## src/rtl/alu_arbiter.sv

```systemverilog
// -----------------------------------------------------------------------------
// alu_arbiter
//
// Shares one 64-bit combinational ALU between two requesters using
// round-robin arbitration. Each requester presents a valid/ready request
// channel. One registered response stage returns the result, four flags,
// the winning port id and an illegal-opcode indication over a valid/ready
// response channel. It sustains one operation per cycle.
//
// Ports
//   clk, reset                 : rising-edge clock, synchronous active-high reset
//   req0_valid / req0_ready    : port 0 request handshake
//   req0_a, req0_b (64)        : port 0 operands
//   req0_cntrl (3)             : port 0 opcode (000 pass B, 010 add, 011 sub,
//                                100 AND, 101 OR, 110 XOR; 001/111 unused)
//   req1_*                     : the same set for port 1
//   rsp_valid / rsp_ready      : response handshake
//   rsp_id                     : port that issued the response
//   rsp_result (64)            : ALU result
//   rsp_negative, rsp_zero,
//   rsp_overflow, rsp_carry_out: ALU flags
//   rsp_err                    : illegal opcode indication
//
// Build option
//   ALU_ARB_ILLEGAL_CHK_EN : when defined, opcodes 001/111 respond with
//                            rsp_err=1, result 0 and all flags 0. When it is
//                            undefined, rsp_err is tied to 0.
// -----------------------------------------------------------------------------
module alu_arbiter (
   input  logic        clk,
   input  logic        reset,
   input  logic        req0_valid,
   output logic        req0_ready,
   input  logic [63:0] req0_a,
   input  logic [63:0] req0_b,
   input  logic [2:0]  req0_cntrl,
   input  logic        req1_valid,
   output logic        req1_ready,
   input  logic [63:0] req1_a,
   input  logic [63:0] req1_b,
   input  logic [2:0]  req1_cntrl,
   output logic        rsp_valid,
   input  logic        rsp_ready,
   output logic        rsp_id,
   output logic [63:0] rsp_result,
   output logic        rsp_negative,
   output logic        rsp_zero,
   output logic        rsp_overflow,
   output logic        rsp_carry_out,
   output logic        rsp_err
);

   typedef struct packed {
      logic [63:0] result;
      logic        negative;
      logic        zero;
      logic        overflow;
      logic        carry_out;
   } alu_out_t;

   function automatic logic op_legal(input logic [2:0] cntrl);
      case (cntrl)
         3'b000, 3'b010, 3'b011, 3'b100, 3'b101, 3'b110: op_legal = 1'b1;
         default:                                       op_legal = 1'b0;
      endcase
   endfunction

   // Combinational ALU. Unused opcodes yield result 0 with every flag 0
   // (including zero), which is what the shared ALU does.
   function automatic alu_out_t alu_eval(input logic [63:0] a,
                                         input logic [63:0] b,
                                         input logic [2:0]  cntrl);
      alu_out_t           o;
      logic [64:0]        sum;
      logic signed [63:0] sa;
      logic signed [63:0] sb;
      logic signed [63:0] sr;
      o   = '0;
      sum = '0;
      sa  = signed'(a);
      sb  = signed'(b);
      case (cntrl)
         3'b000: o.result = b;
         3'b010: begin
            sum         = {1'b0, a} + {1'b0, b};
            o.result    = sum[63:0];
            o.carry_out = sum[64];
            sr          = signed'(sum[63:0]);
            o.overflow  = ((sa < 0) == (sb < 0)) && ((sr < 0) != (sa < 0));
         end
         3'b011: begin
            // a + ~b + 1: the carry out is the "no borrow" indication
            sum         = {1'b0, a} + {1'b0, ~b} + 65'd1;
            o.result    = sum[63:0];
            o.carry_out = sum[64];
            sr          = signed'(sum[63:0]);
            o.overflow  = ((sa < 0) != (sb < 0)) && ((sr < 0) != (sa < 0));
         end
         3'b100: o.result = a & b;
         3'b101: o.result = a | b;
         3'b110: o.result = a ^ b;
         default: o = '0;
      endcase
      if (op_legal(cntrl)) begin
         o.negative = o.result[63];
         o.zero     = (o.result == 64'd0);
      end
      return o;
   endfunction

   logic        last_grant_q, last_grant_d;
   logic        rsp_valid_q,  rsp_valid_d;
   logic        rsp_id_q,     rsp_id_d;
   alu_out_t    rsp_q,        rsp_d;
   logic        rsp_err_q,    rsp_err_d;

   logic        grant0, grant1, stage_free, accept, illegal;
   logic [63:0] alu_a, alu_b;
   logic [2:0]  alu_cntrl;
   alu_out_t    alu_res;

   // Request side: arbitration, ALU operand mux and the ALU itself
   always_comb begin
      // On a conflict the port that did not win last time is served
      grant0     = req0_valid & (~req1_valid | last_grant_q);
      grant1     = req1_valid & (~req0_valid | ~last_grant_q);
      stage_free = ~rsp_valid_q | rsp_ready;
      req0_ready = grant0 & stage_free & ~reset;
      req1_ready = grant1 & stage_free & ~reset;
      accept     = req0_ready | req1_ready;

      // Port 0 fields feed the ALU when nothing is granted; the result is then ignored
      alu_a      = grant1 ? req1_a     : req0_a;
      alu_b      = grant1 ? req1_b     : req0_b;
      alu_cntrl  = grant1 ? req1_cntrl : req0_cntrl;
      alu_res    = alu_eval(alu_a, alu_b, alu_cntrl);

`ifdef ALU_ARB_ILLEGAL_CHK_EN
      illegal = ~op_legal(alu_cntrl);
      if (illegal) begin
         alu_res = '0;
      end
`else
      illegal = 1'b0;
`endif

      last_grant_d = last_grant_q;
      rsp_valid_d  = rsp_valid_q;
      rsp_id_d     = rsp_id_q;
      rsp_d        = rsp_q;
      rsp_err_d    = rsp_err_q;
      if (accept) begin
         last_grant_d = grant1;
         rsp_valid_d  = 1'b1;
         rsp_id_d     = grant1;
         rsp_d        = alu_res;
         rsp_err_d    = illegal;
      end else if (rsp_ready) begin
         rsp_valid_d  = 1'b0;
      end
   end

   // Response stage register
   always_ff @(posedge clk) begin
      if (reset) begin
         last_grant_q <= 1'b1;
         rsp_valid_q  <= 1'b0;
         rsp_id_q     <= 1'b0;
         rsp_q        <= '0;
         rsp_err_q    <= 1'b0;
      end else begin
         last_grant_q <= last_grant_d;
         rsp_valid_q  <= rsp_valid_d;
         rsp_id_q     <= rsp_id_d;
         rsp_q        <= rsp_d;
         rsp_err_q    <= rsp_err_d;
      end
   end

   assign rsp_valid     = rsp_valid_q;
   assign rsp_id        = rsp_id_q;
   assign rsp_result    = rsp_q.result;
   assign rsp_negative  = rsp_q.negative;
   assign rsp_zero      = rsp_q.zero;
   assign rsp_overflow  = rsp_q.overflow;
   assign rsp_carry_out = rsp_q.carry_out;
   assign rsp_err       = rsp_err_q;

endmodule

```

## config.mk

```make
export PLATFORM = sky130hd
export DESIGN_NAME = alu_arbiter
export DESIGN_NICKNAME = d
export VERILOG_FILES = /design/src/rtl/alu_arbiter.sv
export SDC_FILE = /design/constraint.sdc
export NUM_CORES = 1
export LEC_CHECK = 0
export CAP_MARGIN = 20
export CORE_MARGIN = 1
export CORE_UTILIZATION = 30
export CTS_BUF_LIST = sky130_fd_sc_hd__clkbuf_4
export CTS_CLUSTER_DIAMETER = 200
export CTS_CLUSTER_SIZE = 12
export DETAILED_ROUTE_END_ITERATION = 8
export DONT_BUFFER_PORTS = 1
export RECOVER_POWER = 50
export SYNTH_ARGS = -nofsm -noshare
export SYNTH_HDL_FRONTEND = slang
export SYNTH_SLANG_ARGS = --single-unit
```

## constraint.sdc

```tcl
create_clock -name clk -period 8.4 [get_ports clk]
set_input_delay 1.68 -clock clk [delete_from_list [all_inputs] [get_ports clk]]
set_output_delay 1.68 -clock clk [all_outputs]
set_load 0.02 [all_outputs]
```

# Word-level counts from Yosys, hierarchy flattened
# Cells that the tools add are included.
# word_totals
regBits	71
# op_classes
add_sub_neg	3
magnitude_cmp	4
n_eq_ne	9
n_mux	9
bitwise	19
n_reduce_logical	6
# op_table
cell	count
$pmux W64 S6	1
$lt A64 B1 Y1 const B	4
$add A64 B64 Y65	2
$mux W64	2
$add A65 B1 Y65 const B	1
$and A64 B64 Y64	1
$logic_not A64 Y1	1
$not A64 Y64	1
$or A64 B64 Y64	1
$xor A64 B64 Y64	1
$eq A3 B3 Y1 const B	3
$and A1 B1 Y1	6
$eq A3 B2 Y1 const B	2
$reduce_or A6 Y1	1
$not A1 Y1	5
$or A1 B1 Y1	4
$pmux W2 S2	1
$logic_not A3 Y1	1
$mux W1	3
$mux W3	1
$ne A1 B1 Y1	3
$logic_and A1 B1 Y1	2
$mux W2	1
$reduce_bool A2 Y1	1
$eq A1 B1 Y1	1

# Logic depth before layout (Yosys ltp)
# Gate-level depths: netlist of the first run.
# depth
word_depth	11
mapped_depth	25
depth_no_buf	18

# Least setup slack after synthesis of the first run
# No wires, ideal clock.
# synth_timing
path_kind	input-to-reg
from	in req1_valid
to	reg rsp_q (netlist bit rsp_zero)
setup_time_ps	59
t_arrival_ps	7206
setup_slack_ps	1134
stages	24
path_cell_list	a21bo_2 -> buf_6 -> buf_4 -> clkbuf_1 -> buf_1 -> buf_1 -> buf_1 -> mux2i_1 -> inv_1 -> ha_1 -> buf_4 -> or2_1 -> or2_1 -> a211oi_2 -> nor4_2 -> o311ai_1 -> a21oi_1 -> a211oi_1 -> nand2b_1 -> or4_1 -> nor4_1 -> nand4_1 -> nor4_1 -> a41o_1
# synth_between
elab_chain_cells	8
word_cells_on_any_way	30
# synth_rtl
item	line_no	rtl
start, declared	37	input logic req1_valid,
$and A1 B1 Y1	126	grant1 = req1_valid & (~req0_valid | ~last_grant_q);
$mux W64	134	alu_b = grant1 ? req1_b : req0_b;
$not A64 Y64	93	sum = {1'b0, a} + {1'b0, ~b} + 65'd1;
$add A64 B64 Y65	93	
$add A65 B1 Y65	93	
$pmux W64 S6	82	case (cntrl)
$logic_not A64 Y1	106	o.zero = (o.result == 64'd0);
$mux W2	104	if (op_legal(cntrl)) begin
end signal, assigned	175	rsp_q <= rsp_d;
end, declared	114	alu_out_t rsp_q, rsp_d;
# Parallel ways exist; a longest one is shown, timed or not.
# A chain may end at the register's enable or synchronous reset.

# Final worst setup path of the first run
# Same ends and word-level chain as after synthesis.

==> results.json, run 1 <==
{
  "syn_nets": 3083,
  "hold_viol": 0,
  "start_util_pct": 30.60,
  "cellPowerDensity_mw_per_mm2": 144.0,
  "finClkSkew_ns": 0.01089,
  "yosysSeqAreaShare_pct": 8.174,
  "ys_warn_count": 0,
  "max_freq_mhz": 136.7,
  "dr_total_vias": 20280,
  "avgSynthCellArea_um2": 6.642,
  "ys_seq_elements": 71,
  "worstMarginPinSlew_ns": 1.698,
  "gp_congestion": 1.066,
  "arrival_ns": 7.75,
  "tns_ns": 0,
  "hold_class": "reg2reg",
  "synth_cells": 2618,
  "grt_use_total_pct": 27.72,
  "firstDrtPassIters": 6,
  "synth_top_cell_by_area": "ha_1",
  "post-place-ws_ns": 0.7455,
  "startpoint_type": "input port",
  "async_flop_share_pct": 0,
  "setup_viol": 0,
  "register_area_mm2": 0.001421,
  "placed_cells": 3261,
  "dp_hpwl_um": 69680,
  "fp.coreArea_mm2": 0.05682,
  "slew_viol_final": 32,
  "cts_tree": "done",
  "max_slew_margin_pct": -13.20,
  "cts_made_buffers": 9,
  "cts_resized": 0,
  "fin_nets": 2981,
  "finalWirelength_um": 84970,
  "leakage_nw": 7.774,
  "clk-insertion-delay-late_ns": 0.47,
  "grt_max_degree": 76,
  "grt_pass1_vias": 19270,
  "ctsLongestPathBuffers": 2,
  "ir_drop_v": 0.00009350,
  "synth_common_cells": "324 x nand2_1, 258 x nor2_1, 223 x a21oi_1, 196 x ha_1, 192 x inv_1",
  "post-route-min-period_ns": 7.317,
  "cts_sinks": 71,
  "final_cells": 3281,
  "die_y_um": 242.8,
  "worst-path-max-fanout": 40,
  "via_per_inst": 6.181,
  "status": "finished, violations left",
  "synth_edf_count": 0,
  "synth_area_leaders": "ha_1 14%, dfxtp_1 8.2%, nand2_1 7.0%",
  "clk_pin_slew_ns": 0.14,
  "cap_violations": 1,
  "yosysTopAreaCellShare_pct": 14.10,
  "drtIter0Drc": 2105,
  "fp.dieW_um": 242.8,
  "postCtsHoldBufs": 0,
  "drcViolationCount": 0,
  "crit_path_end_kind": "register",
  "io_pins": 340,
  "die_area_mm2": 0.05893,
  "path_class": "in2reg",
  "fillers": 6324,
  "rsz0062_at_grt": "no",
  "fin_crit_sh_pct": 87.11,
  "io_buffers": 0,
  "yosysMostFrequentCell": "nand2_1",
  "root_buffer": "clkbuf_4",
  "grt_remaining_overflow": 0,
  "post-route-util_pct": 32.13,
  "postCtsSetupRepairBufs": 0,
  "multiInputGateArea_mm2": 0.01452,
  "rows": 87,
  "netlist_area_mm2": 0.01739,
  "power_mw": 2.629,
  "place_area_mm2": 0.01808,
  "synth_ff_type": "dfxtp_1",
  "antenna_found_initial": 5,
  "syn_to_final_growth_pct": 4.994,
  "drive_above_1_share_pct": 5.276,
  "crit_required_ns": 8.83,
  "synth_cell_types": 107,
  "stdcell_area_mm2": 0.01826,
  "htree_levels": 3,
  "violations": "max-capacitance violations, max-slew violations",
  "antenna_left": 0,
  "setup_slack_ns": 1.083,
  "grt_pass1_wl_um": 125500,
  "wire_per_inst_um": 25.90,
  "fin_hold_ws_ns": 0.5628
}
==> area by class of cell <==
| cell class | instances | share of cell area [%] |
|---|---|---|
| diodes | 4 | 0.05483 |
| clock buffers | 9 | 0.3701 |
| clock inverters | 7 | 0.5688 |
| inverters | 193 | 3.968 |
| multi-input cells | 2187 | 79.53 |
| flip-flops and latches | 71 | 7.786 |
| well taps | 756 | 5.181 |
| repair buffers | 54 | 2.543 |
==> power by group <==
group	internal, mW	switching, mW	total [mW]
logic	0.617	1.29	1.91
registers	0.370	0.0715	0.441
clock network	0.125	0.155	0.280
total	1.11	1.52	2.63
==> sequential cells by signal, indices dropped and copies added (netlist names) <==
name and flops:
rsp_result 64, last_grant_q 1, rsp_carry_out 1, rsp_negative 1, rsp_overflow 1, rsp_id 1
rsp_valid 1, rsp_zero 1
==> cell families (layout without fill, tap and decap cells) <==
kind of cell | after synthesis | in the layout | synth area share [%]
and+or+nand+nor | 991 | 991 | 27.01
other | 1 | 5 | 0.02157
buffers and inverters | 360 | 263 | 8.707
xor gates and xnor gates | 18 | 18 | 0.9067
adders and majority gates | 198 | 198 | 14.33
AOI/OAI and AO/OA | 849 | 849 | 33.17
muxes | 130 | 130 | 7.671
DFF | 71 | 71 | 8.174
==> placed cells by master (no fill, tap or decap), types with 17 or more instances in the layout <==
cell type | netlist | routed
nor2_1 | 258 | 258
a22oi_1 | 20 | 20
nand2b_1 | 24 | 24
o31ai_1 | 32 | 32
a221oi_1 | 29 | 29
o21a_1 | 20 | 19
nor2b_1 | 31 | 31
dfxtp_1 | 71 | 71
o21bai_1 | 23 | 23
nor4_1 | 35 | 35
nand2_1 | 324 | 324
inv_1 | 192 | 192
nand3_1 | 67 | 67
o21ai_0 | 139 | 138
nor3_1 | 79 | 79
a31oi_1 | 31 | 31
o211ai_1 | 29 | 29
or3_1 | 17 | 17
a221o_1 | 17 | 17
ha_1 | 196 | 196
nand4_1 | 47 | 47
a211oi_1 | 57 | 57
a21o_1 | 30 | 30
mux2i_1 | 113 | 110
buf_4 | 6 | 48
a21oi_1 | 223 | 223
o22ai_1 | 32 | 32
and3_1 | 17 | 17
==> metal layers <==
metal | GRT usage (%) | wire length, um
met2 | 47.14 | 39850
met4 | 13.56 | 4831
met1 | 33.78 | 33430
met5 | 0 | 28
met3 | 4.379 | 6827
==> critical path, stage by stage <==
cell and delay [ns]:
a21bo_4 0.63, buf_12 0.30, mux2i_1 0.31, inv_1 0.08, ha_1 0.26, fa_1 0.50
a21o_1 0.23, a221o_1 0.40, o2bb2ai_2 0.22, o2111a_2 0.33, nor3_2 0.47, o21bai_1 0.24
mux2i_1 0.18, nor4_1 0.79, and3_1 0.30, and4b_1 0.20, nand4b_1 0.09, nor4_1 0.28
a41o_1 0.21
==> final timing paths <==
check | startpoint | end | slack (ns) | cells after the start
min | rsp_result[63] | rsp_result[63] | 0.56 | 2
max reg2reg | last_grant_q | rsp_zero | 1.83 | 19
min reg2reg | rsp_result[63] | rsp_result[63] | 0.56 | 2
max | req1_valid | rsp_zero | 1.08 | 19
No activity file was read; power rests on OpenSTA's default activity.
==> inputs of run 2 (changes only) <==
CORE_UTILIZATION = 60   (was 30)
PLACE_DENSITY = 0.76   (was not set)
==> run 2 against run 1 <==
  * Wire length is 5.8% lower
  * Clock power down 7.9%
  * The run still ends with max-capacitance violations, max-slew violations left
  * Global-route usage rose by 24 points
  * Power shrank 0.33%
  * First-iteration DRC count rose by 61%
  * Combinational power hardly changed
  * Core utilization rose by 31 points
  * Worst hold slack gained 0.0038 ns
  * Final area down 3.3%
  * Non-clock buffer count down 8
  * Highest routed layer unchanged
  * Sequential share of layout area grew 0.26 points
==> results.json, run 2 (synthesis results as in run 1) <==
{
  "htree_levels": 3,
  "grt_remaining_overflow": 0,
  "final_common_cell": "nand2_1",
  "via_per_inst": 7.481,
  "rows": 61,
  "cellPowerDensity_mw_per_mm2": 148.4,
  "post-route-min-period_ns": 7.803,
  "fin_hold_ws_ns": 0.5666,
  "critPathLaunch": "req1_valid",
  "cpPeakStageDelay_ns": 0.87,
  "cts_made_buffers": 9,
  "hold_viol": 0,
  "cts_resized": 0,
  "rr_worst_depth": 18,
  "dp_hpwl_um": 62010,
  "start_util_pct": 61.74,
  "fp.coreArea_mm2": 0.02816,
  "path_cells": "a21bo_4 > buf_4 > mux2i_1 > inv_1 > ha_1 > nor4bb_1 > nand2_1 > nor2_1 > o311ai_1 > a2111oi_2 > nor2_1 > xor2_1 > a21oi_1 > o2111ai_1 > nor4_1 > nand4_1 > nor4_1 > a41o_1",
  "rrSetupSlack_ns": 1.33,
  "die_area_mm2": 0.02966,
  "ctsLongestPathBuffers": 2,
  "fin_nets": 2973,
  "worst-path-max-fanout": 56,
  "crit_required_ns": 8.86,
  "postCtsSetupRepairBufs": 0,
  "fp.dieW_um": 172.2,
  "crit_path_end_kind": "register",
  "largest_reg_flops": 64,
  "postCtsHoldBufs": 0,
  "violations": "max-capacitance violations, max-slew violations",
  "hold_class": "reg2reg",
  "arrival_ns": 8.27,
  "worstSetupEndpoint": "rsp_zero",
  "io_pins": 340,
  "die_y_um": 172.2,
  "startpoint_type": "input port",
  "grt_use_total_pct": 52.01,
  "fillers": 2589,
  "max_slew_margin_pct": -10.94,
  "cpLargestDelayFamily": "simple AND/OR/NAND/NOR gates",
  "finalWirelength_um": 80080,
  "r2r-start": "last_grant_q",
  "layout_common_cells": "324 x nand2_1, 258 x nor2_1, 223 x a21oi_1, 196 x ha_1, 192 x inv_1",
  "ir_drop_v": 0.00009389,
  "r2r_end": "rsp_zero",
  "slowest_stage": "nor4bb_1",
  "drcViolationCount": 0,
  "drtIter0Drc": 3388,
  "cts_tree": "done",
  "clk-insertion-delay-late_ns": 0.51,
  "firstDrtPassIters": 9,
  "max_freq_mhz": 128.2,
  "gp_congestion": 1.107,
  "grt_max_degree": 74,
  "post-route-util_pct": 62.70,
  "rsz0062_at_grt": "no",
  "cap_violations": 1,
  "wire_per_inst_um": 27.67,
  "cp_num_cells": 18,
  "tns_ns": 0,
  "status": "finished, violations left",
  "path_class": "in2reg",
  "worstMarginPinSlew_ns": 1.664,
  "syn_to_final_growth_pct": 1.561,
  "antenna_left": 0,
  "crit_buf_inv": 2,
  "antenna_found_initial": 2,
  "dr_total_vias": 21650,
  "clk_pin_slew_ns": 0.18,
  "setup_viol": 0,
  "cts_sinks": 71,
  "io_buffers": 0,
  "fin_crit_sh_pct": 92.89,
  "root_buffer": "clkbuf_4",
  "grt_pass1_wl_um": 116600,
  "slew_viol_final": 32,
  "drive_above_1_share_pct": 5.014,
  "leakage_nw": 7.708,
  "finClkSkew_ns": 0.03295,
  "grt_pass1_vias": 19950
}
run 2: cell types whose count changed in the layout (fill, tap and decap cells not counted), sizes merged:
cell | before | now
buf | 53 | 45
bufinv | 2 | 1
clkinvlp | 0 | 1
diode | 4 | 3
run 2: layout make-up:
cell class / instances / area [um^2] / area share (%)
multi-input combinational: 2187 / 14520 / 82.22
sequential: 71 / 1421 / 8.049
inverter: 193 / 724.4 / 4.102
tap: 378 / 473.0 / 2.678
timing repair buffer: 46 / 366.6 / 2.076
clock inverter: 7 / 80.08 / 0.4535
clock buffer: 9 / 67.56 / 0.3826
antenna: 3 / 7.507 / 0.04251
run 2: metal layers:
metal / part of all wire (%) / track usage [%] / wire [um]
met1: 35 / 61.58 / 28340
met2: 42 / 79.10 / 33650
met3: 13 / 14.49 / 10680
met4: 9.2 / 40.67 / 7405
met5: 0.014 / 0 / 11
run 2: how the worst min path moves through the flow:
stage,startpoint,endpoint,slack [ns],cells past startpoint
after floorplan,last_grant_q,last_grant_q,0.49,1
after global placement,rsp_result[57],rsp_result[57],0.54,2
after detailed placement,rsp_result[57],rsp_result[57],0.55,2
after CTS,rsp_result[57],rsp_result[57],0.57,2
after global routing,rsp_result[57],rsp_result[57],0.59,2
final,rsp_result[57],rsp_result[57],0.57,2
run 2: where the power goes:
group | internal, mW | total (mW) | switching (mW)
sequential | 0.370 | 0.440 | 0.0706
combinational | 0.614 | 1.92 | 1.31
clock | 0.0947 | 0.258 | 0.163
total | 1.08 | 2.62 | 1.54
run 2: stage by stage:
stage          area (um^2)  setup WS, ns  power, mW  cells
2_1_floorplan        17390         1.134      1.719   2618
3_5_place_dp         17510        0.5448      2.253   2875
4_1_cts              17660         1.064      2.509   2891
3_3_place_gp         17510        0.6909      2.229   2875
5_1_grt              17650        0.5771      2.728   2892
6_report             17660        0.5970      2.620   2894
run 2: tightest hold or removal path: cells and delay by family, from the launching register on:
family          cells  cell delay, ns
flops               1            0.40
simple gates        1            0.09
compound gates      1            0.06
